<file path="src/rtl/interfaz_alu_uart_pkg.sv">
// Shared types and constants for the UART <-> ALU frame controller.
// State encodings, ALU opcode values and default widths.
package interfaz_alu_uart_pkg;

   typedef enum logic [2:0] {
      ESPERA_OP1    = 3'd0,
      ESPERA_OP2    = 3'd1,
      ESPERA_OPCODE = 3'd2,
      CALCULO       = 3'd3,
      ENVIO         = 3'd4,
      ESPERA_TX     = 3'd5
   } estado_t;

   localparam logic [7:0] OP_ADD = 8'h20;
   localparam logic [7:0] OP_SUB = 8'h22;
   localparam logic [7:0] OP_AND = 8'h24;
   localparam logic [7:0] OP_OR  = 8'h25;
   localparam logic [7:0] OP_XOR = 8'h26;
   localparam logic [7:0] OP_SRA = 8'h03;
   localparam logic [7:0] OP_SRL = 8'h02;
   localparam logic [7:0] OP_NOR = 8'h27;

   localparam int ANCHO_DATO_DEF    = 8;
   localparam int ANCHO_TIMEOUT_DEF = 100000;

   // A disabled timeout (0 cycles) still needs a 1-bit counter.
   function automatic int ancho_timer(input int ciclos);
      return (ciclos < 1) ? 1 : $clog2(ciclos + 1);
   endfunction

endpackage

</file>
<file path="src/rtl/interfaz_alu_uart_contador_timeout.sv">
// Inter-byte idle timer: counts while enabled, pulses o_expira at the limit.
// Saturates at the limit instead of wrapping; TIMEOUT_CICLOS=0 disables it.
module contador_timeout
   import interfaz_alu_uart_pkg::*;
#(
   parameter int TIMEOUT_CICLOS = ANCHO_TIMEOUT_DEF
) (
   input  logic i_clock,
   input  logic i_reset,
   input  logic i_clear,
   input  logic i_enable,
   output logic o_expira
);

   localparam int W      = ancho_timer(TIMEOUT_CICLOS);
   localparam int LIMITE = (TIMEOUT_CICLOS > 0) ? TIMEOUT_CICLOS - 1 : 0;
   localparam logic [W-1:0] LIMITE_W = W'(LIMITE);
   localparam logic ACTIVO = (TIMEOUT_CICLOS > 0);

   logic [W-1:0] cuenta;

   assign o_expira = ACTIVO && i_enable && (cuenta == LIMITE_W);

   always_ff @(posedge i_clock) begin
      if (i_reset || i_clear) begin
         cuenta <= '0;
      end else if (ACTIVO && i_enable && !o_expira) begin
         cuenta <= cuenta + 1'b1;
      end
   end

endmodule

</file>
<file path="src/rtl/interfaz_alu_uart.sv">
// Frame controller: gathers operand 1, operand 2 and opcode from the UART,
// feeds the ALU, and hands the low byte of its result to the transmitter.
module interfaz_alu_uart
   import interfaz_alu_uart_pkg::*;
#(
   parameter int CANT_BITS_DATO   = ANCHO_DATO_DEF,
   parameter int CANT_BUS_ENTRADA = ANCHO_DATO_DEF,
   parameter int CANT_BUS_SALIDA  = ANCHO_DATO_DEF,
   parameter int CANT_BITS_OPCODE = ANCHO_DATO_DEF,
   parameter int TIMEOUT_CICLOS   = ANCHO_TIMEOUT_DEF
) (
   input  logic                        i_clock,
   input  logic                        i_reset,
   input  logic [CANT_BITS_DATO-1:0]   i_rx_data,
   input  logic                        i_rx_done,
   input  logic                        i_tx_done,
   input  logic [CANT_BUS_SALIDA-1:0]  i_resultado,
   output logic [CANT_BUS_ENTRADA-1:0] o_operando_1,
   output logic [CANT_BUS_ENTRADA-1:0] o_operando_2,
   output logic [CANT_BITS_OPCODE-1:0] o_opcode,
   output logic [CANT_BITS_DATO-1:0]   o_tx_data,
   output logic                        o_tx_start,
   output logic                        o_overrun,
   output logic                        o_timeout,
   output logic [2:0]                  o_estado
);

   estado_t estado;
   logic    timer_en;
   logic    timer_clr;
   logic    expira;
   logic    ocupado;

   assign o_estado  = estado;
   assign timer_en  = (estado == ESPERA_OP2) || (estado == ESPERA_OPCODE);
   assign timer_clr = i_rx_done || !timer_en;
   assign ocupado   = (estado == CALCULO) || (estado == ENVIO) ||
                      (estado == ESPERA_TX);

   contador_timeout #(
      .TIMEOUT_CICLOS (TIMEOUT_CICLOS)
   ) u_timer (
      .i_clock  (i_clock),
      .i_reset  (i_reset),
      .i_clear  (timer_clr),
      .i_enable (timer_en),
      .o_expira (expira)
   );

   always_ff @(posedge i_clock) begin
      if (i_reset) begin
         estado       <= ESPERA_OP1;
         o_operando_1 <= '0;
         o_operando_2 <= '0;
         o_opcode     <= '0;
         o_tx_data    <= '0;
         o_tx_start   <= 1'b0;
         o_overrun    <= 1'b0;
         o_timeout    <= 1'b0;
      end else begin
         o_tx_start <= 1'b0;
         o_timeout  <= 1'b0;
         if (i_rx_done && ocupado) begin
            o_overrun <= 1'b1;
         end
         case (estado)
            ESPERA_OP1: begin
               if (i_rx_done) begin
                  o_operando_1 <= CANT_BUS_ENTRADA'(i_rx_data);
                  estado       <= ESPERA_OP2;
               end
            end
            ESPERA_OP2: begin
               if (i_rx_done) begin
                  o_operando_2 <= CANT_BUS_ENTRADA'(i_rx_data);
                  estado       <= ESPERA_OPCODE;
               end else if (expira) begin
                  o_timeout <= 1'b1;
                  estado    <= ESPERA_OP1;
               end
            end
            ESPERA_OPCODE: begin
               if (i_rx_done) begin
                  o_opcode <= CANT_BITS_OPCODE'(i_rx_data);
                  estado   <= CALCULO;
               end else if (expira) begin
                  o_timeout <= 1'b1;
                  estado    <= ESPERA_OP1;
               end
            end
            CALCULO: begin
               o_tx_data <= i_resultado[CANT_BITS_DATO-1:0];
               estado    <= ENVIO;
            end
            ENVIO: begin
               o_tx_start <= 1'b1;
               estado     <= ESPERA_TX;
            end
            ESPERA_TX: begin
               if (i_tx_done) begin
                  estado <= ESPERA_OP1;
               end
            end
            default: estado <= ESPERA_OP1;
         endcase
      end
   end

endmodule

</file>
<file path="config.mk">
export PLATFORM = sky130hd
export DESIGN_NAME = interfaz_alu_uart
export DESIGN_NICKNAME = d
export VERILOG_FILES = /design/src/rtl/interfaz_alu_uart_pkg.sv /design/src/rtl/interfaz_alu_uart_contador_timeout.sv /design/src/rtl/interfaz_alu_uart.sv
export SDC_FILE = /design/constraint.sdc
export NUM_CORES = 1
export LEC_CHECK = 0
export BUFFER_PORTS_ARGS = -buffer_cell sky130_fd_sc_hd__buf_2
export CAP_MARGIN = 20
export CORE_MARGIN = 4
export CORE_UTILIZATION = 56
export CTS_CLUSTER_DIAMETER = 80
export DETAILED_ROUTE_END_ITERATION = 10
export PLACE_DENSITY = 0.83
export SYNTH_ARGS = -nofsm -noshare
export SYNTH_HDL_FRONTEND = slang
export SYNTH_SLANG_ARGS = --single-unit
export TNS_END_PERCENT = 10
</file>
<file path="constraint.sdc">
create_clock -name i_clock -period 4.3 [get_ports i_clock]
set_clock_uncertainty 0.1 [all_clocks]
set_input_delay 0.86 -clock i_clock [delete_from_list [all_inputs] [get_ports i_clock]]
set_output_delay 0.86 -clock i_clock [all_outputs]
set_load 0.03 [all_outputs]
</file>
==> results by group <==
Worst setup path
  – Startpoint of the worst register-to-register path: o_estado[0]$_SDFFE_PP0P_
  – Crit path from: i_reset
  – R2R cell count: 4
  – CP Data Arrival Time: 2680 ps
  – WP data required: 4460 ps
  – CP Max Fanout: 38
  – Worst Setup Start Kind: input pin
  – R2R setup slack: 2030 ps
  – R2r endpoint: u_timer.cuenta[2]$_SDFFE_PP0P_
  – Worst Setup End Kind: register
  – CP Class: in -> reg

Synth
  – Top post-synthesis cells by area: dfxtp_1 (48%), mux2i_1 (7.8%), nand2_1 (7.7%)
  – Netlist Area Pre-Place: 2310 sq um
  – EDFF count, synth: 0
  – Synth Warn #: 0
  – Main synth FF type: dfxtp_1
  – Area share of the largest cell type after synthesis: 47.7%
  – Async SR Flop Fraction: 0%
  – Avg Cell Area, Syn: 8.70 sq um
  – Post-synth top cells: dfxtp_1 (55), nand2_1 (47), a21oi_1 (29), nor2_1 (22), mux2i_1 (18)
  – Unique cell type count in the Yosys netlist: 41
  – Flops & latches, synth: 55
  – Register area share after synthesis: 47.7%
  – Most frequent cell after synthesis: dfxtp_1
  – Post-Syn Nets: 286
  – Syn Inst Count: 265
  – Area leader, netlist: dfxtp_1

CTS
  – Post CTS Setup Buffer Count: 0
  – H-tree levels: 2
  – Worst-Skew Late Latency: 300 ps
  – Hold-fix buffers at CTS: 0
  – Worst-path clk slew: 90 ps
  – Clock sinks: 55
  – Clock tree root driver cell: clkbuf_8
  – TritonCTS clock tree: yes
  – Deepest clock path buffer count: 2
  – Number of buffers created by CTS: 5
  – Post_cts resized: 0

Timing
  – RSZ-0062 raised after global routing: false
  – F_max: 396 MHz
  – Final Hold Viols: 0
  – Max-slew violation count: 0
  – Setup WS post-layout: 1780 ps
  – Final setup vio count: 0
  – Hold WS: 355 ps
  – Final period util: 58.7%
  – Worst-margin pin slew: 937 ps
  – Minimum clock period: 2520 ps
  – Final TNS setup: 0 ps
  – Worst slew margin: 37.0%

Placed design
  – DPL Wire Length: 3560 um
  – Placement Setup Slack: 1450 ps
  – IO buf count: 57
  – Final weighted congestion of routability-driven global placement: 0.852

Global routing
  – First-pass GRT wire length: 8850 um
  – Vias in the first global route: 1,943
  – Overall Global Routing Usage: 21.2%
  – Initial antenna violation count: 0
  – Largest net degree at the start of global routing: 39
  – Grt ovf: 0

Die
  – # rows: 23
  – Chip Width: 72.2 um
  – Die area: 5210 sq um
  – Initial Util: 57.6%
  – Core box area: 4000 sq um
  – IO Pins: 58
  – Die height: 72.2 um

Power and ir drop
  – Worst VDD drop: 296 uV
  – Lkg Pwr: 1.16 nW
  – PwrDens: 364 nW/um^2
  – Tot Pwr: 0.991 mW

Min path
  – Hold Path Class: reg -> reg
  – Hold path start: o_operando_2[2]$_SDFFE_PP0P_
  – Hold EP: o_operando_2[2]$_SDFFE_PP0P_
  – Hold Crit Depth: 2

Run
  – Maxcap violations: 0

Route
  – Post-DR vias/cell: 5.51
  – # DRC: 0
  – Initial DRC count: 123
  – DR pass1 iterations: 4
  – Drt wl/cell: 13.9 um
  – DRT antenna net count: 0
  – Vias after detailed routing: 2,023
  – Drt total wl: 5120 um

Finish
  – Diode count: 0
  – Area Overhead vs Synth: 18.0%
  – Nets: 337
  – Layout cells sized above 1: 23.3%

Status
  – Status: finished, final reports clean
registers in the layout (all words and copies together) (netlist names):
register / flops
o_opcode: 8
o_estado: 3
u_timer.cuenta: 17
o_timeout: 1
o_tx_data: 8
o_operando_1: 8
o_operando_2: 8
o_overrun: 1
o_tx_start: 1
worst max path at each step:
stage / endpoint / slack (ps)
finish: u_timer.cuenta[2]$_SDFFE_PP0P_ / 1780
global route: u_timer.cuenta[2]$_SDFFE_PP0P_ / 1660
CTS: u_timer.cuenta[2]$_SDFFE_PP0P_ / 1780
detailed placement: u_timer.cuenta[2]$_SDFFE_PP0P_ / 1450
global placement: u_timer.cuenta[2]$_SDFFE_PP0P_ / 1480
floorplan: u_timer.cuenta[2]$_SDFFE_PP0P_ / 2110
critical path, cell delays in order:
cell and delay [ps]:
buf_2 300, or2_2 370, or3_1 500, or4_1 560, nand2_1 80
placed cells by master, fill, tap and decap left out, drive strengths merged, types with 5 or more instances in the layout:
cell / n
buf: 59
dfxtp: 55
nand2: 47
a21oi: 29
nor2: 22
mux2i: 18
nand3: 9
nand4: 7
nor3: 6
clkbuf: 6
or3: 5
or4: 5
o31ai: 5
power by group:
group	internal, mW	switching (mW)	total (mW)	leakage (nW)
logic	0.0331	0.0713	0.104	0.658
clock network	0.189	0.163	0.352	0.0612
registers	0.522	0.0122	0.534	0.445
total	0.744	0.247	0.991	1.16
metal layers:
metal  track usage (%)  wire length [um]  up-vias
li1                  -                 -     1029
met5                 0                 0        -
met3              5.54               232        6
met1              28.4              2470      947
met2              33.3              2350       41
met4              6.89                60        0
cell type report:
class                      count  area [sq um]
clock buffer                   6          82.6
clock inverter                 2          35.0
fill                         341          1280
inverter                       4          15.0
multi-input combinational    191          1120
sequential                    55          1100
tap                           50          62.6
timing repair buffer          59           300
per-stage QoR:
stage	cells	utilization [%]	area (sq um)
final	367	68.0	2720
after global routing	367	68.0	2720
after CTS	367	68.0	2720
after detailed placement	359	65.1	2600
after global placement	359	65.1	2600
after floorplan	265	-	2310
kinds of logic after synthesis:
| kind of cell | Yosys count | share of synthesized area (%) |
|---|---|---|
| and+or+nand+nor | 124 | 27.7 |
| DFF | 55 | 47.7 |
| AOI/OAI and AO/OA | 45 | 11.2 |
| buffers and inverters | 19 | 3.53 |
| muxes | 18 | 7.81 |
| xor gates and xnor gates | 3 | 1.47 |
| adders and majority gates | 1 | 0.543 |
Note: power is estimated with default switching activity, not from simulation.
